[src/rtl/mux_scan_pkg.sv]
// mux_scan_pkg: shared types, mode encoding and select-width helper for mux_scan
package mux_scan_pkg;
  typedef enum logic [1:0] {IDLE, DIRECT, SCAN} state_t;
  localparam logic MODE_DIRECT = 1'b0;
  localparam logic MODE_SCAN = 1'b1;
  function automatic int sel_w(input int n);
    return (n > 1) ? $clog2(n) : 1;
  endfunction
endpackage

[src/rtl/mux_scan_next_sel.sv]
// mux_scan_next_sel: circular priority finder over a channel mask
// mask: channel participation; start: search origin; incl: 1 = origin itself is a candidate
// idx: first hit; found: any hit; wrapped: hit is at or below the origin (circular wrap)
module mux_scan_next_sel
  import mux_scan_pkg::*;
#(
  parameter int NCH = 4,
  localparam int SW = sel_w(NCH)
)(
  input  logic [NCH-1:0] mask,
  input  logic [SW-1:0]  start,
  input  logic           incl,
  output logic [SW-1:0]  idx,
  output logic           found,
  output logic           wrapped
);
  int base, p;
  always_comb begin
    base = (int'(start) >= NCH) ? 0 : int'(start);
    idx = '0;
    found = 1'b0;
    p = 0;
    for (int k = NCH; k >= 1; k--) begin
      p = base + (incl ? k - 1 : k);
      p = (p >= NCH) ? p - NCH : p;
      if (mask[p]) begin
        idx = SW'(p);
        found = 1'b1;
      end
    end
    wrapped = found && (incl ? idx < start : idx <= start);
  end
endmodule

[src/rtl/mux_scan.sv]
// mux_scan: registered channel mux with direct select and masked auto-scan
// clk/rst_n: clock, async active-low reset; d: packed channel data; s: select / scan origin
// mode: 0 direct, 1 scan; en: enable; mask: scan participation
// y/ch/y_valid: registered sample, its channel, validity; wrap: pulse after a wrapping advance
module mux_scan
  import mux_scan_pkg::*;
#(
  parameter int NCH = 4,
  parameter int W = 1,
  parameter int DWELL = 1,
  localparam int SW = sel_w(NCH)
)(
  input  logic             clk,
  input  logic             rst_n,
  input  logic [NCH*W-1:0] d,
  input  logic [SW-1:0]    s,
  input  logic             mode,
  input  logic             en,
  input  logic [NCH-1:0]   mask,
  output logic [W-1:0]     y,
  output logic [SW-1:0]    ch,
  output logic             y_valid,
  output logic             wrap
);
  localparam int CW = sel_w(DWELL);
  state_t state, nstate;
  logic live, entry, adv, upd, found, wrapped;
  logic [SW-1:0] ptr, idx, sel;
  logic [CW-1:0] cnt;
  logic [W-1:0] dsel;
  mux_scan_next_sel #(.NCH(NCH)) u_next (
    .mask(mask),
    .start(entry ? s : ptr),
    .incl(entry),
    .idx(idx),
    .found(found),
    .wrapped(wrapped)
  );
  // live marks scan progress worth keeping: an en=0 pause resumes it,
  // while reset or a pass through DIRECT forces a fresh start from s
  always_comb begin
    nstate = !en ? IDLE : (mode == MODE_SCAN) ? SCAN : DIRECT;
    entry = nstate == SCAN && !live;
    adv = nstate == SCAN && live && |mask && (!mask[ptr] || int'(cnt) == DWELL - 1);
    upd = nstate == DIRECT || (nstate == SCAN && (entry ? found : |mask));
    sel = (nstate == DIRECT) ? s : (entry || adv) ? idx : ptr;
    dsel = (int'(sel) < NCH) ? d[int'(sel)*W +: W] : '0;
  end
  always_ff @(posedge clk or negedge rst_n) begin
    if (!rst_n) begin
      state <= IDLE;
      live <= 1'b0;
      ptr <= '0;
      cnt <= '0;
      y <= '0;
      ch <= '0;
      y_valid <= 1'b0;
      wrap <= 1'b0;
    end else begin
      state <= nstate;
      wrap <= adv && wrapped;
      y_valid <= upd && int'(sel) < NCH;
      if (upd) begin
        y <= dsel;
        ch <= sel;
      end
      if (nstate == DIRECT) live <= 1'b0;
      if (nstate == SCAN) begin
        live <= 1'b1;
        cnt <= (entry || adv) ? '0 : (|mask) ? cnt + 1'b1 : cnt;
        if ((entry || adv) && found) ptr <= idx;
      end
    end
  end
endmodule

[config.mk]
export PLATFORM = sky130hd
export DESIGN_NAME = mux_scan
export DESIGN_NICKNAME = d
export VERILOG_FILES = /design/src/rtl/mux_scan_pkg.sv /design/src/rtl/mux_scan_next_sel.sv /design/src/rtl/mux_scan.sv
export SDC_FILE = /design/constraint.sdc
export NUM_CORES = 1
export LEC_CHECK = 0
export CAP_MARGIN = 20
export CORE_MARGIN = 4
export CORE_UTILIZATION = 42
export CTS_BUF_LIST = sky130_fd_sc_hd__clkbuf_4 sky130_fd_sc_hd__clkbuf_8 sky130_fd_sc_hd__clkbuf_16
export DETAILED_ROUTE_END_ITERATION = 10
export GPL_TIMING_DRIVEN = 1
export PLACE_DENSITY = 0.79
export SYNTH_ARGS = -nofsm -noshare
export SYNTH_HDL_FRONTEND = slang
export SYNTH_HIERARCHICAL = 1
export SYNTH_SLANG_ARGS = --single-unit
[constraint.sdc]
create_clock -name clk -period 10.2 [get_ports clk]
set_input_delay 2.04 -clock clk [delete_from_list [all_inputs] [get_ports clk]]
set_output_delay 2.04 -clock clk [all_outputs]
set_load 0.02 [all_outputs]
==> metrics.txt <==
status complete, no violations; Worst Path Required 10.33 ns; Largest stage delay, worst path 0.69 ns; Layout area overhead 25.8%; routability cong. 0.865; die height 54.9 um; CTS Buf Count 3; final antenna-violating net count 0; Max Slew Vio Count 0; final layout net count 142; Sw Ratio 42.2%; clk sinks 9; Ports 19; core area 2020 um^2; most frequent cells in the layout 18 x clkdlybuf4s50_1, 11 x nand2_1, 9 x dfrtp_1; Peak Freq 0.166 GHz; DRT iter0 DRCs 25; crit path cell chain clkdlybuf4s50_1 > nand2_1 > nor2_1 > mux2_2 > ha_1 > xnor2_2 > xnor2_2 > or3_1 > a21oi_1 > nor3_1 > or4_1 > o211ai_1 > nor3_1 > nand4_1 > nand4b_1; endpoints failing setup 0; Crit path max-delay family simple AND/OR/NAND/NOR gates; sequential share of the synthesized area 24.4%; initial antenna violation count 0; CTS Root Cell clkbuf_4; top cells by area, synth dfrtp_1 24%, mux2i_1 6.5%, mux2_2 6.1%, ha_1 5.4%, nand2_1 4.5%; crit path DAT 6.17 ns; die area 3020 um^2; n_diodes 0; gr ovfl total 0; Leak 0.456 nW; number of synthesized flops with an enable pin 0; Pwr Density 194 nW/um^2; DR vias/cell 5.77; Total GRT Usage 16.2%; synthesis-stage register bit count 9; slew margin rel. 63.2%; CTS tree yes; area share of the largest cell type after synthesis 24.4%; worst path bufs/invs 1; I/O Buffers 18; Least-Margin Pin Slew 0.550 ns; Ys Warns 6; row count 16; Worst Hold Class flip-flop to flip-flop; RSZ-0062 raised after global routing no; maximum buffer depth of the clock tree 2; Final Hold Vio Count 0; asr flop ratio synth 100%; first-pass GRT wire length 3500 um; Flop pwr share 24.5%; Post-CTS Setup Inserts 0; Crit-path slowest cell clkdlybuf4s50_1; Comb power frac 62.6%; wire per inst 14.3 um; Internal Power 131 uW; Post-Route WL 2150 um; mapped cell area 925 um^2; vias in the first global route 809; Main synth FF type dfrtp_1; commonest non-fill, non-tap cell in the layout clkdlybuf4s50_1; Max VDD drop 104 uV; DRC 0; Die Wd 54.9 um; Initial Util 45.7%; Setup crit start kind primary input; clock skew 0.00284 ns; Hold Slack 0.476 ns; Clk Latency, worst-skew pair 0.25 ns; kind of critical path primary input to flip-flop; final core occ 57.5%; fillers 193; crit end category flip-flop; Max-Cap Viols 0; Vias 866; share of cells above drive strength 1 16.3%; Critical Path Fanout Max 10; post-CTS resize count 0; Netlist cell types 46; Post-Syn Instances 102; Psw 95.2 uW; Mapped Avg Cell Area 9.07 um^2; largest net degree at the start of global routing 11; First-pass DRT Iterations 4; H-tree depth 1; hold_buf cts 0; Clock Pin Slew Worst Setup and Hold Paths 0.06 ns; fin crit share 59.2%; Syn Nets 120; post-route setup TNS 0 ns; crit path time final 6.04 ns; share of total power in the clock network 12.8%; cell taking the most area after synthesis dfrtp_1; final HPWL from detailed placement 1730 um
cells in the mapped netlist (all sizes together) (2+ instances only):
| cell type | instances |
|---|---|
| inv | 5 |
| nor2 | 6 |
| o21ai | 3 |
| xor2 | 2 |
| nand3 | 3 |
| o22ai | 2 |
| nand2b | 4 |
| xnor2 | 2 |
| a211oi | 2 |
| a21oi | 5 |
| nor3 | 2 |
| nand3b | 2 |
| mux2 | 5 |
| mux2i | 6 |
| nor4 | 2 |
| ha | 4 |
| nor2b | 2 |
| o211ai | 2 |
| nand2 | 11 |
| o221ai | 3 |
| dfrtp | 9 |
| o31a | 2 |
| or4 | 2 |
cells by family (layout without fill, tap and decap cells):
family / count (synthesis) / count (layout) / share of synthesized area (%)
mux: 11 / 11 / 12.6
compound gates: 28 / 28 / 25.4
fa+ha+maj: 4 / 4 / 5.41
buf+inv: 6 / 27 / 2.57
xor+xnor: 4 / 4 / 5.41
simple gates: 40 / 40 / 24.2
flops: 9 / 9 / 24.4
state kept, by name, indices dropped and copies added, names as in the netlist:
name and cells:
y 1, live 1, y_valid 1, wrap 1, ch 2, ptr 2, cnt 1
path summary, 6_finish.rpt:
| check | startpoint | end | slack (ns) | depth (start not counted) |
|---|---|---|---|---|
| max in group asynchronous | rst_n | ptr[0] | 7.82 | 1 |
| min in group asynchronous | rst_n | ch[0] | 2.09 | 1 |
| max reg2reg | live | y | 6.34 | 13 |
| min reg2reg | ch[1] | ch[1] | 0.48 | 1 |
| max | en | y | 4.16 | 15 |
| min | ch[1] | ch[1] | 0.48 | 1 |
power by group through the flow:
stage	logic (mW)	registers (mW)	clock network [mW]
after floorplan	0.0958	0.0593	0
after global placement	0.136	0.0556	0
after detailed placement	0.140	0.0558	0
after CTS	0.142	0.0552	0.0305
after global routing	0.156	0.0567	0.0336
final	0.141	0.0554	0.0290
worst register-to-register path, cell delays in order, from the launching register on:
cell and delay, ns:
dfrtp_1 0.46, nor2_1 0.48, mux2_2 0.43, ha_1 0.25, xnor2_2 0.27, xnor2_2 0.14, or3_1 0.35, a21oi_1 0.16
nor3_1 0.12, or4_1 0.53, o211ai_1 0.23, nor3_1 0.11, nand4_1 0.11, nand4b_1 0.09
stage by stage:
stage / cell area [um^2] / instances / setup slack (ns) / power [mW]
after floorplan: 925 / 102 / 4.81 / 0.155
after global placement: 1130 / 146 / 4.06 / 0.191
after detailed placement: 1130 / 146 / 3.92 / 0.196
after CTS: 1160 / 150 / 4.19 / 0.227
after global routing: 1160 / 150 / 3.92 / 0.246
final: 1160 / 150 / 4.16 / 0.226
final cells by class:
type,instances,area [um^2],area share [%]
clock buffer,4,30.0,2.58
inverter,5,18.8,1.61
multi-input combinational,87,676,58.1
sequential,9,225,19.4
tap,27,33.8,2.90
timing repair buffer,18,180,15.5
routing by layer:
layer,wire length [um],GRT usage (%),vias up
li1,-,-,435
met1,925,17.7,408
met2,1110,30.7,21
met3,108,2.14,2
met4,8,6.88,0
met5,0,0,-
Note: power is estimated with default switching activity, not from simulation.
